===== config.mk =====
export PLATFORM = sky130hd
export DESIGN_NAME = obi_host_mailbox
export DESIGN_NICKNAME = d
export VERILOG_FILES = /design/src/rtl/obi_host_mailbox.sv
export SDC_FILE = /design/constraint.sdc
export NUM_CORES = 1
export LEC_CHECK = 0
export ABC_CLOCK_PERIOD_IN_PS = 5800
export CAP_MARGIN = 20
export CORE_ASPECT_RATIO = 1.25
export CORE_MARGIN = 10
export CORE_UTILIZATION = 56
export DETAILED_ROUTE_END_ITERATION = 7
export PLACE_DENSITY = 0.82
export SYNTH_ARGS = -nofsm -noshare
export SYNTH_HDL_FRONTEND = slang
export SYNTH_SLANG_ARGS = --single-unit
export TNS_END_PERCENT = 30

===== constraint.sdc =====
create_clock -name clk -period 5.8 [get_ports clk]
set_clock_uncertainty 0.15 [all_clocks]
set_input_delay 1.16 -clock clk [delete_from_list [all_inputs] [get_ports clk]]
set_output_delay 1.16 -clock clk [all_outputs]
set_load 0.1 [all_outputs]

===== src/rtl/obi_host_mailbox.sv =====
// Host/X-HEEP mailbox: host command FIFO popped over OBI, OBI-pushed response FIFO
// read by the host, section-address register and sticky error flags with per-flag clears.
module obi_host_mailbox #(
    parameter int pDATA_WIDTH = 32,
    parameter int pCMD_DEPTH  = 8,
    parameter int pRSP_DEPTH  = 4
) (
    input  logic                   clk,
    input  logic                   rst_n,
    input  logic                   host_cmd_wr,
    input  logic [pDATA_WIDTH-1:0] host_cmd_data,
    input  logic                   host_addr_wr,
    input  logic [pDATA_WIDTH-1:0] host_addr_data,
    input  logic                   host_rsp_rd,
    output logic [pDATA_WIDTH-1:0] host_rsp_data,
    input  logic [3:0]             host_flag_clr,
    output logic [7:0]             status,
    input  logic                   req,
    input  logic                   we,
    input  logic [3:0]             be,
    input  logic [31:0]            addr,
    input  logic [31:0]            wdata,
    output logic                   gnt,
    output logic                   rvalid,
    output logic [31:0]            rdata
);

    localparam int CAW = $clog2(pCMD_DEPTH);
    localparam int RAW = $clog2(pRSP_DEPTH);
    localparam logic [CAW:0] CMD_MAX = (CAW+1)'(pCMD_DEPTH);
    localparam logic [RAW:0] RSP_MAX = (RAW+1)'(pRSP_DEPTH);

    localparam logic [2:0] OFF_CMD_POP   = 3'd0;
    localparam logic [2:0] OFF_SEC_ADDR  = 3'd1;
    localparam logic [2:0] OFF_STATUS    = 3'd2;
    localparam logic [2:0] OFF_RSP_PUSH  = 3'd3;
    localparam logic [2:0] OFF_CMD_COUNT = 3'd4;

    logic [pDATA_WIDTH-1:0] cmd_mem [pCMD_DEPTH];
    logic [CAW-1:0]         cmd_wptr, cmd_rptr;
    logic [CAW:0]           cmd_cnt;

    logic [pDATA_WIDTH-1:0] rsp_mem [pRSP_DEPTH];
    logic [RAW-1:0]         rsp_wptr, rsp_rptr;
    logic [RAW:0]           rsp_cnt;

    logic [pDATA_WIDTH-1:0] sec_addr;
    logic                   addr_valid;
    logic                   cmd_ovf, cmd_udf, rsp_ovf;

    logic [2:0]  off;
    logic        rd_req, wr_req;
    logic        cmd_empty, cmd_full, rsp_empty, rsp_full;
    logic        cmd_pop_req, cmd_pop_ok, cmd_push_ok, cmd_ovf_set, cmd_udf_set;
    logic        rsp_push_req, rsp_push_ok, rsp_pop_ok, rsp_ovf_set;
    logic        sec_rd;
    logic [31:0] be_mask;
    logic [31:0] rd_val;

    assign off    = addr[4:2];
    assign rd_req = req & ~we;
    assign wr_req = req & we;
    assign gnt    = req;

    assign cmd_empty = (cmd_cnt == '0);
    assign cmd_full  = (cmd_cnt == CMD_MAX);
    assign rsp_empty = (rsp_cnt == '0);
    assign rsp_full  = (rsp_cnt == RSP_MAX);

    // A pop frees a slot in the same cycle, so a push into a full FIFO only
    // overflows when no successful pop accompanies it.
    assign cmd_pop_req = rd_req && (off == OFF_CMD_POP);
    assign cmd_pop_ok  = cmd_pop_req && !cmd_empty;
    assign cmd_udf_set = cmd_pop_req && cmd_empty;
    assign cmd_push_ok = host_cmd_wr && (!cmd_full || cmd_pop_ok);
    assign cmd_ovf_set = host_cmd_wr && cmd_full && !cmd_pop_ok;

    assign rsp_push_req = wr_req && (off == OFF_RSP_PUSH);
    assign rsp_pop_ok   = host_rsp_rd && !rsp_empty;
    assign rsp_push_ok  = rsp_push_req && (!rsp_full || rsp_pop_ok);
    assign rsp_ovf_set  = rsp_push_req && rsp_full && !rsp_pop_ok;

    assign sec_rd  = rd_req && (off == OFF_SEC_ADDR);
    assign be_mask = {{8{be[3]}}, {8{be[2]}}, {8{be[1]}}, {8{be[0]}}};

    assign status = {rsp_ovf, cmd_udf, cmd_ovf, rsp_full, !rsp_empty,
                     addr_valid, cmd_full, cmd_empty};

    assign host_rsp_data = rsp_empty ? '0 : rsp_mem[rsp_rptr];

    always_comb begin
        rd_val = '0;
        if (rd_req) begin
            case (off)
                OFF_CMD_POP:   rd_val = cmd_empty ? '0 : 32'(cmd_mem[cmd_rptr]);
                OFF_SEC_ADDR:  rd_val = 32'(sec_addr);
                OFF_STATUS:    rd_val = {24'b0, status};
                OFF_CMD_COUNT: rd_val = 32'(cmd_cnt);
                default:       rd_val = '0;
            endcase
        end
    end

    always_ff @(posedge clk) begin
        if (cmd_push_ok) cmd_mem[cmd_wptr] <= host_cmd_data;
        if (rsp_push_ok) rsp_mem[rsp_wptr] <= pDATA_WIDTH'(wdata & be_mask);
    end

    always_ff @(posedge clk or negedge rst_n) begin
        if (!rst_n) begin
            cmd_wptr <= '0;
            cmd_rptr <= '0;
            cmd_cnt  <= '0;
            rsp_wptr <= '0;
            rsp_rptr <= '0;
            rsp_cnt  <= '0;
        end else begin
            if (cmd_push_ok) cmd_wptr <= cmd_wptr + 1'b1;
            if (cmd_pop_ok)  cmd_rptr <= cmd_rptr + 1'b1;
            case ({cmd_push_ok, cmd_pop_ok})
                2'b10:   cmd_cnt <= cmd_cnt + 1'b1;
                2'b01:   cmd_cnt <= cmd_cnt - 1'b1;
                default: cmd_cnt <= cmd_cnt;
            endcase
            if (rsp_push_ok) rsp_wptr <= rsp_wptr + 1'b1;
            if (rsp_pop_ok)  rsp_rptr <= rsp_rptr + 1'b1;
            case ({rsp_push_ok, rsp_pop_ok})
                2'b10:   rsp_cnt <= rsp_cnt + 1'b1;
                2'b01:   rsp_cnt <= rsp_cnt - 1'b1;
                default: rsp_cnt <= rsp_cnt;
            endcase
        end
    end

    // Set events are OR-ed in after the clear so a same-cycle set wins.
    always_ff @(posedge clk or negedge rst_n) begin
        if (!rst_n) begin
            sec_addr   <= '0;
            addr_valid <= 1'b0;
            cmd_ovf    <= 1'b0;
            cmd_udf    <= 1'b0;
            rsp_ovf    <= 1'b0;
        end else begin
            if (host_addr_wr) sec_addr <= host_addr_data;
            addr_valid <= (addr_valid & ~host_flag_clr[3] & ~sec_rd) | host_addr_wr;
            cmd_ovf    <= (cmd_ovf & ~host_flag_clr[0]) | cmd_ovf_set;
            cmd_udf    <= (cmd_udf & ~host_flag_clr[1]) | cmd_udf_set;
            rsp_ovf    <= (rsp_ovf & ~host_flag_clr[2]) | rsp_ovf_set;
        end
    end

    always_ff @(posedge clk or negedge rst_n) begin
        if (!rst_n) begin
            rvalid <= 1'b0;
            rdata  <= '0;
        end else begin
            rvalid <= req;
            rdata  <= rd_val;
        end
    end

endmodule

# Word-level counts from Yosys, hierarchy flattened
# Memory sizes are Yosys's and may differ from the RTL's.
# Index checks and enable logic that the tools add are counted.
[totals]
output_inout_bits = 74
latch_bits = 0
reg_bits = 86
ram_bits = 384
wordCells = 86
romBits = 0
n_memories = 2
[mem_list]
columns = ["name", "depth", "word_bits", "read_ports", "rd_clocked_by_memory_dff", "wr", "line_no", "text"]
rows = [
  ["cmd_mem", 8, 32, 1, 0, 1, "39", "logic [pDATA_WIDTH-1:0] cmd_mem [pCMD_DEPTH];"],
  ["rsp_mem", 4, 32, 1, 0, 1, "43", "logic [pDATA_WIDTH-1:0] rsp_mem [pRSP_DEPTH];"],
]
[op_classes]
div_mod_pow = 0
addsub = 8
order_cmp = 0
n_eq_ne = 10
shift = 0
n_mul = 0
reduce_logical = 25
muxes = 10
bitwise = 18
[op_table]
columns = ["cell", "n"]
rows = [
  ["$pmux W32 S4", 1],
  ["$mux W32", 3],
  ["$and A32 B32 Y32", 1],
  ["$logic_and A1 B1 Y1", 12],
  ["$add A3 B1 Y3 const B", 3],
  ["$pmux W4 S2", 1],
  ["$and A1 B1 Y1", 7],
  ["$eq A3 B2 Y1 const B", 2],
  ["$eq A3 B3 Y1 const B", 2],
  ["$logic_not A1 Y1", 6],
  ["$logic_not A3 Y1", 2],
  ["$not A1 Y1", 6],
  ["$pmux W3 S2", 1],
  ["$add A2 B1 Y2 const B", 2],
  ["$add A4 B1 Y4 const B", 1],
  ["$eq A2 B1 Y1 const B", 2],
  ["$eq A2 B2 Y1 const B", 2],
  ["$eq A4 B4 Y1 const B", 1],
  ["$logic_not A4 Y1", 1],
  ["$mux W1", 4],
  ["$or A1 B1 Y1", 4],
  ["$reduce_bool A2 Y1", 2],
  ["$sub A4 B1 Y4 const B", 1],
  ["$eq A3 B1 Y1 const B", 1],
  ["other kinds (2)", 3],
]

# Depth between registers and ports, before layout
[logic_depth]
depth_word = 8
mapped_depth = 14
ltp_nobuf = 12

# Worst setup path after synthesis
# Ideal clock, no wire load.
[synth_path]
kind = "input to register"
startpoint = "in addr[3]"
endpoint = "mem cmd_mem[0][0], enable pin"
cell_stages = 4
arrival_ns = 4.997
setup_ns = 0.501
setup_slack_ns = 0.152
required_time_ns = 5.149
cell_sequence = "buf_6 > or3_4 > o21a_1 > nor4_1"
[synth_via]
elab_chain_len = 7
[synth_rtl]
columns = ["element", "line_no", "text"]
rows = [
  ["start: declaration", "21", "input logic [31:0] addr,"],
  ["$logic_not A3 Y1", "72", "assign cmd_pop_req = rd_req && (off == OFF_CMD_POP);"],
  ["$logic_and A1 B1 Y1", "72", ""],
  ["$logic_and A1 B1 Y1", "73", "assign cmd_pop_ok = cmd_pop_req && !cmd_empty;"],
  ["$logic_or A1 B1 Y1", "75", "assign cmd_push_ok = host_cmd_wr && (!cmd_full || cmd_pop_ok);"],
  ["$logic_and A1 B1 Y1", "75", ""],
  ["$mux W1", "105", "if (cmd_push_ok) cmd_mem[cmd_wptr] <= host_cmd_data;"],
  ["$mux W1 (not written as such)", "105", ""],
  ["end: declaration", "39", ""],
]
# Every way passes these cells.

# Final worst setup path
[layout_path]
startpoint = "reg rsp_rptr[0]"
endpoint = "out host_rsp_data[28]"
[layout_via]
elab_chain_len = 2
[layout_rtl]
columns = ["element", "line_no", "text"]
rows = [
  ["start: declaration", "44", "logic [RAW-1:0] rsp_wptr, rsp_rptr;"],
  ["start signal: assignment", "126", "if (rsp_pop_ok) rsp_rptr <= rsp_rptr + 1'b1;"],
  ["$mem_v2 Z4 W32", "n/a", ""],
  ["$mux W32", "89", "assign host_rsp_data = rsp_empty ? '0 : rsp_mem[rsp_rptr];"],
  ["end: declaration", "15", "output logic [pDATA_WIDTH-1:0] host_rsp_data,"],
]
# Every way passes these cells.

==> implementation parameters <==
Parameter                              Value

Outcome
  Outcome    complete, no violations

Floorplanning
  Effective utilization at floorplan    a little under three fifths
  Count of boundary I/O pins    ~220
  Height of the chip    about 220 um
  Area of the placeable core    approximately 33000 um2
  Die width    182.5 um
  Row count    between 70 and 80
  Area of the die    just over 40000 um2

GRT
  Overall fraction of global-route tracks in use    roughly 19%
  Initial antenna violation count    3
  Number of global-route vias before repair    slightly above 10000
  Global-route wire length before repair    60.20 mm
  Congestion Overflow GR    0
  Largest net degree at the start of global routing    65

CTS
  Clk sink count    between 400 and 500
  CTS tree    built
  Total setup buffers inserted after CTS    0
  Max H-tree Level    2
  Bufs on Longest Clock Path    3
  Clock latency on the worst-skew pair    approximately 0.55 ns
  Register clock-pin slew on the reported worst setup and hold paths    around 0.060 ns
  Post_cts resized    0
  TritonCTS Buffers    43
  Hold Buf Count CTS    0
  CTS root buf    sky130_fd_sc_hd__clkbuf_16

Critical path
  Required time of the critical path    around 4.5 ns
  Critical Path Fanout Max    16
  Start-to-end type of the worst setup path    flip-flop to output port
  Capturing element of the worst setup path    host_rsp_data[28]
  Crit path launch type    flip-flop
  R2R Setup Slk    around 2.9 ns
  Category of the worst setup path capture point    output port
  Startpoint of the most critical register-to-register path    cmd_rptr[1]$_DFFE_PN0P_
  Beginning of the critical path    rsp_rptr[0]$_DFFE_PN0P_
  Arrival time at the worst endpoint    around 3.2 ns
  Capture instance of the worst register-to-register path    rdata[23]$_DFF_PN0_
  Cell depth of the worst flop-to-flop path    4

Worst hold path
  Class of the tightest hold or removal check    flip-flop to flip-flop

Detailed routing
  Final antenna-violating net count    0
  Total Wirelength    between 30 and 40 mm
  Number of detailed-route iterations in the first pass    5
  Post-detailed-route via-to-cell ratio    approximately 6
  Drt wl/cell    24.98 um
  Total vias in the final route    slightly above 9000
  DR DRC count    0
  DRC violation total after the first TritonRoute iteration    700

STA
  Final number of max-transition violations    0
  Tightest slew margin relative to the limit    between 20 and 30%
  Final Critical Period    4.544 ns
  Total Negative Setup Slacks    0 ns
  Worst-margin pin slew    1.070 ns
  FMAX    between 200 and 250 MHz
  Hold Vio Cnt, Final    0
  Final count of negative-setup-slack endpoints    0
  Period utilisation layout    78.34%
  Setup repair after global routing missed its margin    false
  Slack of the critical path    1.256 ns

Placed design
  Port buffer count    187
  Final estimated routing congestion in global placement    0.7332
  Worst slack, placed    between 1.5 and 2 ns
  Detailed placement HPWL    around 24 mm
  Cell count after placement    1491

Synthesis
  Most common library cells after synthesis    384 x sky130_fd_sc_hd__edfxtp_1, 96 x sky130_fd_sc_hd__mux4_2, 86 x sky130_fd_sc_hd__dfrtp_1, 61 x sky130_fd_sc_hd__mux2_2, 40 x sky130_fd_sc_hd__nor2b_1
  Count of synthesis-stage warnings from yosys    0
  Leading area contributor after synthesis    sky130_fd_sc_hd__edfxtp_1
  Area share of the largest cell type after synthesis    62.35%
  Share of flip-flops with an asynchronous set or reset    18.30%
  Number of storage elements in the synthesis netlist    470
  Library cells used by synthesis    50
  Post-synth design cell area    18500 um2
  Dominant cell by count in the synthesized netlist    sky130_fd_sc_hd__edfxtp_1
  Cells taking the most area after synthesis    sky130_fd_sc_hd__edfxtp_1 62%, sky130_fd_sc_hd__mux4_2 12%, sky130_fd_sc_hd__dfrtp_1 12%
  Post-Syn Nets    1069
  Number of instances in the synthesized netlist    between 900 and 1000
  Avg Synthesized Cell Area    approximately 20 um2
  Fraction of the yosys area taken by sequential cells    between 70% and 80%
  EDFF count, synth    ~380
  Main flop type after synthesis    sky130_fd_sc_hd__edfxtp_1

Finish
  Share of cells above drive strength 1    between 20% and 30%
  Final core occ    about two thirds
  Fin nets    roughly 1300
  Post-synthesis to final-layout area growth    20.29%
  Final instance count without filler cells    1572

Power and ir drop
  Power Dens Cells    around 470 nW/um2
  Leakage power total    between 0.007 and 0.008 uW
  Peak supply drop    roughly 0.48 mV

Run
  # Max-Cap Violations    0
critical path, cell delays in order, from the launching register on:
cell and delay, ns:
sky130_fd_sc_hd__dfrtp_2 0.57, sky130_fd_sc_hd__buf_4 0.39, sky130_fd_sc_hd__mux4_2 0.56, sky130_fd_sc_hd__nor2b_1 0.15, sky130_fd_sc_hd__clkdlybuf4s50_1 1.00
how the worst min path moves through the flow:
stage | start | end | slack (ns) | depth (start not counted)
CTS | sec_addr[30]$_DFFE_PN0P_ | rdata[30]$_DFF_PN0_ | 0.35 | 1
global route | sec_addr[19]$_DFFE_PN0P_ | rdata[19]$_DFF_PN0_ | 0.37 | 1
finish | sec_addr[9]$_DFFE_PN0P_ | rdata[9]$_DFF_PN0_ | 0.35 | 1
global placement | sec_addr[13]$_DFFE_PN0P_ | rdata[13]$_DFF_PN0_ | 0.33 | 1
floorplan | sec_addr[12]$_DFFE_PN0P_ | rdata[12]$_DFF_PN0_ | 0.32 | 1
detailed placement | sec_addr[30]$_DFFE_PN0P_ | rdata[30]$_DFF_PN0_ | 0.34 | 1
layout make-up:
| type | instances | area [um2] |
|---|---|---|
| tap | 418 | 523.0 |
| timing repair buffer | 211 | 2057 |
| clock buffer | 59 | 1237 |
| sequential | 470 | 13690 |
| multi-input combinational | 378 | 4486 |
| clock inverter | 20 | 195.2 |
| antenna | 2 | 5.005 |
| fill | 2017 | 10440 |
| inverter | 14 | 52.55 |
registers in the layout, indices dropped and copies added, names as in the netlist:
signal	count
cmd_ovf	1
cmd_mem	256
rsp_wptr	2
addr_valid	1
rdata	32
rsp_ovf	1
cmd_cnt	4
rsp_rptr	2
sec_addr	32
rsp_mem	128
cmd_rptr	3
cmd_wptr	3
rvalid	1
cmd_udf	1
rsp_cnt	3
kinds of logic (layout without fill, tap and decap cells):
group,count (synthesis),after routing,share of synthesized area (%)
muxes,161,161,15.64
adders and majority gates,11,11,0.7712
buffers and inverters,68,304,2.077
other,0,2,0
and+or+nand+nor,125,125,4.079
DFF,470,470,73.98
xor gates and xnor gates,14,14,0.6630
AOI/OAI and AO/OA,67,67,2.787
cells in the final DEF (no fill, tap or decap), types with 6 or more instances in the layout:
cell type	n
sky130_fd_sc_hd__and2_1	36
sky130_fd_sc_hd__mux4_2	96
sky130_fd_sc_hd__clkinv_2	9
sky130_fd_sc_hd__mux2_2	61
sky130_fd_sc_hd__o21ai_1	7
sky130_fd_sc_hd__xnor2_1	8
sky130_fd_sc_hd__o22ai_1	6
sky130_fd_sc_hd__inv_1	11
sky130_fd_sc_hd__nor2b_1	40
sky130_fd_sc_hd__ha_1	9
sky130_fd_sc_hd__clkbuf_8	8
sky130_fd_sc_hd__xor2_1	6
sky130_fd_sc_hd__clkbuf_16	44
sky130_fd_sc_hd__clkdlybuf4s50_1	185
sky130_fd_sc_hd__nand2_1	11
sky130_fd_sc_hd__nand3_1	7
sky130_fd_sc_hd__a22o_1	26
sky130_fd_sc_hd__buf_4	24
sky130_fd_sc_hd__dfrtp_1	81
sky130_fd_sc_hd__clkbuf_1	7
sky130_fd_sc_hd__edfxtp_1	384
sky130_fd_sc_hd__a22oi_1	9
per-layer routing:
layer / wire [um] / up-vias / track usage, % / part of all wire, %
li1: - / 4046 / - / -
met1: 14940 / 4850 / 23.17 / 38
met2: 20550 / 344 / 33.66 / 52
met3: 2866 / 66 / 4.486 / 7.3
met4: 898 / 2 / 5.887 / 2.3
met5: 13 / - / 0 / 0.033
metrics by stage:
step	hold WS [ns]	area (um2)	power [uW]
3_5_place_dp	0.3367	20810	7686
4_1_cts	0.3528	22240	10510
6_report	0.3485	22250	10400
3_3_place_gp	0.3283	20810	7596
2_1_floorplan	0.3189	18500	6826
5_1_grt	0.3701	22240	10810
power breakdown:
group          total [uW]  switching [uW]  internal, uW
clock                2810            1180          1630
sequential           4330             289          4050
combinational        3260            2030          1220
total               10400            3500          6900
No activity file was read; power rests on OpenSTA's default activity.
